$ cat config.mk
export PLATFORM = sky130hd
export DESIGN_NAME = spi_board_router
export DESIGN_NICKNAME = d
export VERILOG_FILES = /design/src/rtl/spi_board_router.sv
export SDC_FILE = /design/constraint.sdc
export NUM_CORES = 1
export LEC_CHECK = 0
export ABC_AREA = 1
export CORE_ASPECT_RATIO = 0.5
export CORE_MARGIN = 1
export CORE_UTILIZATION = 50
export CTS_BUF_LIST = sky130_fd_sc_hd__clkbuf_8
export DETAILED_ROUTE_END_ITERATION = 7
export MAX_ROUTING_LAYER = met4
export PLACE_DENSITY = 0.79
export SYNTH_ARGS = -nofsm -noshare
export SYNTH_HDL_FRONTEND = slang
export SYNTH_SLANG_ARGS = --single-unit
$ cat constraint.sdc
create_clock -name clk -period 5 [get_ports clk]
set_input_delay 1.5 -clock clk [delete_from_list [all_inputs] [get_ports clk]]
set_output_delay 1.5 -clock clk [all_outputs]
set_load 0.05 [all_outputs]
$ cat src/rtl/spi_board_router.sv
// Routes one SPI master onto one of four boards (three chip selects each), gated by
// debounced board-present flags, with a chip-select collision fault and a drop counter.
`timescale 1ns/1ps
module spi_board_router #(
  parameter int DEBOUNCE_CYCLES = 1024
) (
  input  logic        clk,
  input  logic        rst_n,
  input  logic [11:0] qsys_csn,
  input  logic        qsys_sclk,
  input  logic        qsys_mosi,
  output logic        qsys_miso,
  input  logic [3:0]  live,
  input  logic [3:0]  miso,
  output logic [3:0]  sclk,
  output logic [3:0]  mosi,
  output logic [11:0] csn,
  output logic [3:0]  live_stat,
  output logic        fault,
  output logic [7:0]  drop_cnt,
  input  logic        fault_clr
);
  localparam int CW = $clog2(DEBOUNCE_CYCLES + 1);

  typedef enum logic [1:0] {IDLE, ACTIVE, WAIT_END, FAULT} state_t;

  state_t      r_state, w_state_next;
  logic [3:0]  r_live_s1, r_live_s2, r_miso_s1, r_miso_s2;
  logic [3:0]  w_live_stat;
  logic [3:0]  r_sel, w_sel_next, w_idx;
  logic [1:0]  r_board, w_board_next, w_board;
  logic        r_armed;
  logic [11:0] w_low, r_csn, w_csn_next;
  logic [3:0]  r_sclk, r_mosi, w_sclk_next, w_mosi_next;
  logic        r_qsys_miso, w_qsys_miso_next;
  logic        r_fault, w_drop_inc;
  logic [7:0]  r_drop_cnt;
  logic        w_any_low, w_multi_low;

  always_ff @(posedge clk or negedge rst_n) begin
    if (!rst_n) begin
      r_live_s1 <= '0;
      r_live_s2 <= '0;
      r_miso_s1 <= '0;
      r_miso_s2 <= '0;
    end else begin
      r_live_s1 <= live;
      r_live_s2 <= r_live_s1;
      r_miso_s1 <= miso;
      r_miso_s2 <= r_miso_s1;
    end
  end

  // Per-board debounce: the flag flips only after a full run of disagreeing samples.
  generate
    for (genvar gi = 0; gi < 4; gi++) begin : g_debounce
      logic [CW-1:0] r_db_cnt;
      logic          r_stat;
      always_ff @(posedge clk or negedge rst_n) begin
        if (!rst_n) begin
          r_db_cnt <= '0;
          r_stat   <= 1'b0;
        end else if (r_live_s2[gi] != r_stat) begin
          if (r_db_cnt == CW'(DEBOUNCE_CYCLES - 1)) begin
            r_db_cnt <= '0;
            r_stat   <= r_live_s2[gi];
          end else begin
            r_db_cnt <= r_db_cnt + 1'b1;
          end
        end else begin
          r_db_cnt <= '0;
        end
      end
      assign w_live_stat[gi] = r_stat;
    end
  endgenerate

  always_comb begin
    w_low       = ~qsys_csn;
    w_any_low   = |w_low;
    w_multi_low = |(w_low & (w_low - 12'd1));
    w_idx       = 4'd0;
    for (int i = 0; i < 12; i++) begin
      if (w_low[i]) w_idx = 4'(i);
    end
    if (w_idx < 4'd3)      w_board = 2'd0;
    else if (w_idx < 4'd6) w_board = 2'd1;
    else if (w_idx < 4'd9) w_board = 2'd2;
    else                   w_board = 2'd3;
  end

  // r_armed blocks acceptance after reset until the master has released every select.
  always_comb begin
    w_state_next = r_state;
    w_sel_next   = r_sel;
    w_board_next = r_board;
    w_drop_inc   = 1'b0;
    case (r_state)
      IDLE: begin
        if (w_multi_low) begin
          w_state_next = FAULT;
        end else if (w_any_low && r_armed) begin
          if (w_live_stat[w_board]) begin
            w_state_next = ACTIVE;
            w_sel_next   = w_idx;
            w_board_next = w_board;
          end else begin
            w_state_next = WAIT_END;
            w_drop_inc   = 1'b1;
          end
        end
      end
      ACTIVE: begin
        if (w_multi_low) begin
          w_state_next = FAULT;
        end else if (!w_live_stat[r_board]) begin
          w_state_next = WAIT_END;
          w_drop_inc   = 1'b1;
        end else if (qsys_csn[r_sel]) begin
          w_state_next = IDLE;
        end
      end
      WAIT_END: if (!w_any_low) w_state_next = IDLE;
      FAULT:    if (fault_clr && !w_any_low) w_state_next = IDLE;
      default:  w_state_next = IDLE;
    endcase
  end

  always_comb begin
    w_csn_next       = '1;
    w_sclk_next      = '0;
    w_mosi_next      = '0;
    w_qsys_miso_next = 1'b0;
    if (w_state_next == ACTIVE) begin
      w_csn_next[w_sel_next]    = qsys_csn[w_sel_next];
      w_sclk_next[w_board_next] = qsys_sclk;
      w_mosi_next[w_board_next] = qsys_mosi;
      w_qsys_miso_next          = r_miso_s2[w_board_next];
    end
  end

  always_ff @(posedge clk or negedge rst_n) begin
    if (!rst_n) begin
      r_state     <= IDLE;
      r_sel       <= '0;
      r_board     <= '0;
      r_armed     <= 1'b0;
      r_csn       <= '1;
      r_sclk      <= '0;
      r_mosi      <= '0;
      r_qsys_miso <= 1'b0;
      r_fault     <= 1'b0;
      r_drop_cnt  <= '0;
    end else begin
      r_state     <= w_state_next;
      r_sel       <= w_sel_next;
      r_board     <= w_board_next;
      if (!w_any_low) r_armed <= 1'b1;
      r_csn       <= w_csn_next;
      r_sclk      <= w_sclk_next;
      r_mosi      <= w_mosi_next;
      r_qsys_miso <= w_qsys_miso_next;
      r_fault     <= (w_state_next == FAULT);
      if (fault_clr)
        r_drop_cnt <= '0;
      else if (w_drop_inc && r_drop_cnt != 8'hFF)
        r_drop_cnt <= r_drop_cnt + 8'd1;
    end
  end

  assign csn       = r_csn;
  assign sclk      = r_sclk;
  assign mosi      = r_mosi;
  assign qsys_miso = r_qsys_miso;
  assign live_stat = w_live_stat;
  assign fault     = r_fault;
  assign drop_cnt  = r_drop_cnt;
endmodule
# Yosys cells after proc, flatten, opt, wreduce, memory -nomap -nowiden

Cells that the tools add are included.

Bits in registers: 103
Output and inout port bits: 34
Word-level logic and storage cells: 137

$add $sub $neg: 6
Magnitude comparators: 10
Eq/ne operators: 14
Mux-type cells: 65
Bitwise gates (word level): 6
Reduce and logical (&&, ||, !) cells: 14

Operators by type and width:

| cell                                                       | number |
|---|---|
| two-way mux 11 bit                                         | 8 |
| two-way mux 4 bit                                          | 16 |
| adder 11 x 1 -> 11 bit, second input constant              | 4 |
| equality test 11 x 10 -> 1 bit, second input constant      | 4 |
| two-way mux 2 bit                                          | 14 |
| inverter 12 bit                                            | 2 |
| OR reduction 12 bit                                        | 2 |
| two-way mux 8 bit                                          | 2 |
| two-way mux 1 bit                                          | 15 |
| bitwise AND 12 bit                                         | 1 |
| two-way mux 12 bit                                         | 1 |
| OR 12 bit                                                  | 1 |
| subtractor 12 x 1 -> 12 bit, second input constant         | 1 |
| less-than comparator 4 x 5 -> 1 bit, second input constant | 2 |
| less-than comparator 2 x 3 -> 1 bit, second input constant | 3 |
| adder 8 x 1 -> 8 bit, second input constant                | 1 |
| bitwise AND 4 bit                                          | 2 |
| binary-select mux 1 bit (select 4 bit)                     | 2 |
| inequality test 8 bit, second input constant               | 1 |
| case mux 2 bit (4 select lines)                            | 1 |
| AND reduction 2 bit                                        | 4 |
| binary-select mux 1 bit (select 2 bit)                     | 3 |
| equality test 2 bit, second input constant                 | 3 |
| logical AND 1 bit                                          | 5 |
| 13 further kinds                                           | 17 |

# Depth between registers and ports, before layout

Depth after elaboration: 29
Gate-level depth with buffers: 24

# Worst setup path before layout

OpenSTA, ideal clock, no wires.

Path type: input -> register
Start: input port qsys_csn[1]
End: register r_csn[4], in the netlist csn[4]
Data arrival time: 3.103 ns
Setup slack: 1.817 ns
Cell stages on the path: 15
Buffers on the path: 0
Cell sequence: nand2_1 > inv_1 > nand2_1 > nand2_1 > o21ai_0 > nor4_4 > nand4_2 > nor2_4 > nand3_4 > clkinv_4 > nand2_4 > o22ai_4 > nand2_2 > clkinv_2 > nand2_1

Word-level cells in the longest chain between the ends: 29
Elaborated cells on any way between the ends: 53

RTL lines:

| element                                                                                                                        | line | source |
|---|---|---|
| start, declared                                                                                                                | 9    | `input logic [11:0] qsys_csn,` |
| inverter 12 bit (*)                                                                                                            | 79   | `w_low = ~qsys_csn;` |
| two-way mux 1 bit                                                                                                              | 84   | `if (w_low[i]) w_idx = 4'(i);` |
| two-way mux 4 bit (10 in a row)                                                                                                | 84   |  |
| less-than comparator 4 bit                                                                                                     | 88   | `else if (w_idx < 4'd9) w_board = 2'd2;` |
| two-way mux 1 bit                                                                                                              | 88   |  |
| two-way mux 2 bit                                                                                                              | 87   | `else if (w_idx < 4'd6) w_board = 2'd1;` |
| two-way mux 2 bit                                                                                                              | 86   | `if (w_idx < 4'd3) w_board = 2'd0;` |
| binary-select mux 1 bit (select 2 bit)                                                                                         | 103  | `if (w_live_stat[w_board]) begin` |
| (+5 left out)                                                                                                                  | -    |  |
| net w_sel_next[2]                                                                                                              | 30   | `logic [3:0] r_sel, w_sel_next, w_idx;` |
| less-than comparator 4 x 5 -> 1 bit (implied by the code) / greater-or-equal comparator 4 x 1 -> 1 bit (equally long branches) | 135  | `w_csn_next[w_sel_next] = qsys_csn[w_sel_next];` |
| logical AND 1 bit (implied by the code)                                                                                        | 135  |  |
| two-way mux 1 bit (implied by the code)                                                                                        | 135  |  |
| demux 1 bit (select 4 bit)                                                                                                     | 135  |  |
| inverter 12 bit (no source line)                                                                                               | -    |  |
| OR 12 bit (no source line) (*)                                                                                                 | -    |  |
| two-way mux 12 bit (*)                                                                                                         | 134  | `if (w_state_next == ACTIVE) begin` |
| net w_csn_next[4]                                                                                                              | 33   | `logic [11:0] w_low, r_csn, w_csn_next;` |
| end signal, assigned                                                                                                           | 159  | `r_csn <= w_csn_next;` |
| end, declared                                                                                                                  | 33   |  |

Mark *: on every way through the listed nets, which the timed path passes. The rest lies on a longest branch. The select of a mux whose other input is x is not followed.
A chain may end at the register's enable or synchronous reset.

# Final worst setup path

Start: input port qsys_csn[0]
End: register r_csn[2], in the netlist csn[2]

Elaborated cells on any way between the ends: 32

RTL lines:

| element                                                                          | line          | source |
|---|---|---|
| inverter 12 bit / binary-select mux 1 bit (select 4 bit) (equally long branches) | 79, 119       |  |
| subtractor 12 x 1 -> 12 bit, or another cell as far along                        | 81            | `w_multi_low = \|(w_low & (w_low - 12'd1));` |
| bitwise AND 12 bit, or another cell as far along                                 | 81            |  |
| OR reduction 12 bit, or another cell as far along                                | 81            |  |
| two-way mux 2 bit, on equally long branches                                      | 114, 100, 124 |  |
| case mux 2 bit (4 select lines) (*)                                              | 98            | `case (r_state)` |
| net w_state_next[1]                                                              | 27            | `state_t r_state, w_state_next;` |
| equality test 2 x 1 -> 1 bit (*)                                                 | 134           |  |
| two-way mux 12 bit (*)                                                           | 134           |  |
| net w_csn_next[2]                                                                | 33            |  |

Marks and branches as above.

==> impl_results.md <==
- Synthesized net count: 584
- Max clock buf depth: 2
- DRT Pass-1 Iters: 4
- Fin crit share: 73.0%
- Synth area leaders: dfrtp_1 (46%), nand2_1 (9.2%), dfstp_2 (6.3%), nor2_1 (5.1%), inv_1 (3.7%)
- Cell Area, Placed: 0.00570 sq mm
- Total power: 0.00156 W
- Status: completed
- NumNets Final: 649
- Drt total wl: 9.60 mm
- Post-synth EDFFs: 0
- Leak Pwr: approximately 2.7 nW
- Core ar.: around 0.0095 sq mm
- Worst reg2reg startpoint: r_sel[0]$_DFF_PN0_
- Pwr per Cell Area: 264 mW/mm^2
- IO Port Bufs: 58
- Max Transition Viols Final: 0
- CTS sink cnt: 103
- Met3 usage: 5.28%
- Routability cong.: 0.993
- DIE HEIGHT: 72.5 um
- CTS clk-pin slew, worst paths: 0.10 ns
- Met1 Use GR: between 20% and 30%
- Post-CTS setup repair buffer count: 0
- Starting Density: a little over half
- CTS root buf: clkbuf_8
- Yosys cell types: 44
- Yosys reg bits: 103
- Worst setup SP type: primary input
- Worst IR drop on VDD: 0.146 mV
- Min-delay src: r_miso_s1[3]$_DFF_PN0_
- Most common cell in the synthesized netlist: nand2_1
- Global route overflow: 0
- Final hold vios: 0
- Multi-input gate area: 0.00209 sq mm
- CP Max Fanout: 5
- RSZ-0062 raised after global routing: false
- Sequential-to-total area share from yosys stat: 52.1%
- Largest net degree at the start of global routing: 60
- Final setup violating endpoints: 0
- DRT antenna net count: 0
- Design area: just under 0.006 sq mm
- MaxCap Viol Count: 0
- Synth cell count leaders: nand2_1 (122), dfrtp_1 (91), nor2_1 (68), inv_1 (49), nand3_1 (29)
- Dominant cell type by area after synthesis: dfrtp_1
- Post-cts sizing count: 0
- DIE AREA: 0.0104 sq mm
- Flop-to-flop setup slack: 2.87 ns
- Yosys Warn Count: 0
- Worst Tran Pin Value: approximately 0.73 ns
- Cts bufs inserted: 9
- FMAX: 274 MHz
- I/O pin count: 59
- Top FF cell, synth: dfrtp_1
- GR Util All Layers: a little over a fifth
- Post-synth top area share: a little under half
- # rows: 25
- R2R depth: 13
- Hold Crit Depth: 0
- Global routing's busiest layer: met2
- Hpwl dp: 7.25 mm
- Skew final: 0.0144 ns
- Syn Std Cell Area: 0.00497 sq mm
- Via Count: 3776
- Number of fill cells: 817
- DR DRC count: 0
- Max reg flops: 44
- Post-CTS Hold Fix Bufs: 0
- Synth Instances: 554
- Met2 Track Usage GR: 33.8%
- FF+latch area: 0.00259 sq mm
- DRT iter0 DRCs: about 150
- Setup TNS: 0 ns
- Routed length per instance: 12.7 um
- Crit Path Class: primary input to register
- Skew-Pair Late Insertion Delay: around 0.38 ns
- WP data required: 5.31 ns
- Most flop-heavy register: g_debounce.r_db_cnt
- Worst Setup End Kind: register
- Ys async rst share: 100%
- Worst Path Arrival: 3.96 ns
- WHS Endpoint: r_miso_s2[3]$_DFF_PN0_
- Tmin final: 3.65 ns
- Mapped Avg Cell Area: 8.98 sq um
- Initial antenna violation count: 0
- Share of post-route cells with drive strength above 1: 16.5%
- Antenna cells: 0
- RR Endpoint: csn[2]$_DFF_PN1_
- Relative slew slack: between 50 and 60%
- Global-route wire length before repair: approximately 16 mm
- CTS tree: yes
- Die W: between 100 and 150 um
- Area Overhead vs Synth: 18.9%
- Via density: 4.97
- Vias in the first global route: approximately 3600
- Worst min path class: register to register
- H-tree depth: 3
[worst max-delay path, cell delays in order]
cell and delay [ns]:
clkdlybuf4s50_1 0.49, nand2_1 0.12, inv_1 0.11, nand2_1 0.06, nand2_1 0.08, o21ai_0 0.16, nor4_4 0.33, nand3_1 0.14
nand2_1 0.08, o2111ai_1 0.11, nand2_1 0.08, inv_1 0.04, nand2_1 0.08, inv_2 0.05, nor2_2 0.16, inv_2 0.12
nor2_2 0.18, nand2_1 0.07
[cells by family (layout without fill, tap and decap cells)]
family                   count (synthesis)  in the layout  synth area share, %
adder cells (fa/ha/maj)                  5              5                 1.26
XOR/XNOR                                19             19                 3.35
flip-flops                             103            103                 52.1
AO/OA/AOI/OAI                           54             54                 7.39
buffers and inverters                   73            143                 5.94
AND/OR/NAND/NOR                        296            296                 29.0
multiplexers                             4              4                0.905
[how the worst max path moves through the flow]
stage / startpoint / slack (ns) / end
floorplan: qsys_csn[1] / 1.82 / csn[4]$_DFF_PN1_
global placement: qsys_csn[10] / 0.96 / csn[2]$_DFF_PN1_
detailed placement: qsys_csn[1] / 0.94 / csn[2]$_DFF_PN1_
CTS: qsys_csn[0] / 1.36 / csn[6]$_DFF_PN1_
global route: qsys_csn[2] / 1.05 / csn[0]$_DFF_PN1_
finish: qsys_csn[0] / 1.35 / csn[2]$_DFF_PN1_
[stage by stage]
| stage | worst slack, ns | hold slack [ns] | utilization [%] | cells |
|---|---|---|---|---|
| 2_1_floorplan | 1.82 | 0.331 | - | 554 |
| 3_3_place_gp | 0.959 | 0.336 | 59.7 | 743 |
| 3_5_place_dp | 0.945 | 0.337 | 59.7 | 743 |
| 4_1_cts | 1.36 | 0.352 | 62.0 | 759 |
| 5_1_grt | 1.05 | 0.368 | 62.0 | 759 |
| 6_report | 1.35 | 0.354 | 62.0 | 759 |
[final cells by class]
type,instances,share of cell area [%]
clock buffer,10,2.33
clock inverter,6,1.29
inverter,67,4.36
multi-input combinational,378,35.3
sequential,103,43.8
tap,135,2.86
timing repair buffer,60,10.0
[report_power, final]
part           leakage [nW]  switching [W]  internal [W]
registers              1.32      0.0000137      0.000855
clock network         0.109       0.000299      0.000253
logic                  1.29      0.0000884     0.0000506
[layout by cell type (no fill, tap or decap), drive strengths merged, types with 2 or more instances in the layout]
cell type and instances:
clkdlybuf4s50 57, nor4 3, or2 6, nor3 6
a211oi 3, o2111ai 2, nor2 80, nor3b 17
clkinv 5, nand3 31, inv 67, buf 3
a31o 4, nand2 138, dfstp 12, o21ai 22
a21oi 18, mux2 4, nand4 14, xor2 10
dfrtp 91, ha 5, xnor2 9, clkbuf 10
[per-layer routing]
layer  wire length (um)  vias up
li1                   -     1909
met4                176        0
met5                  0        -
met1               4580     1785
met2               4450       66
met3                400       16
Note: power is estimated with default switching activity, not from simulation.
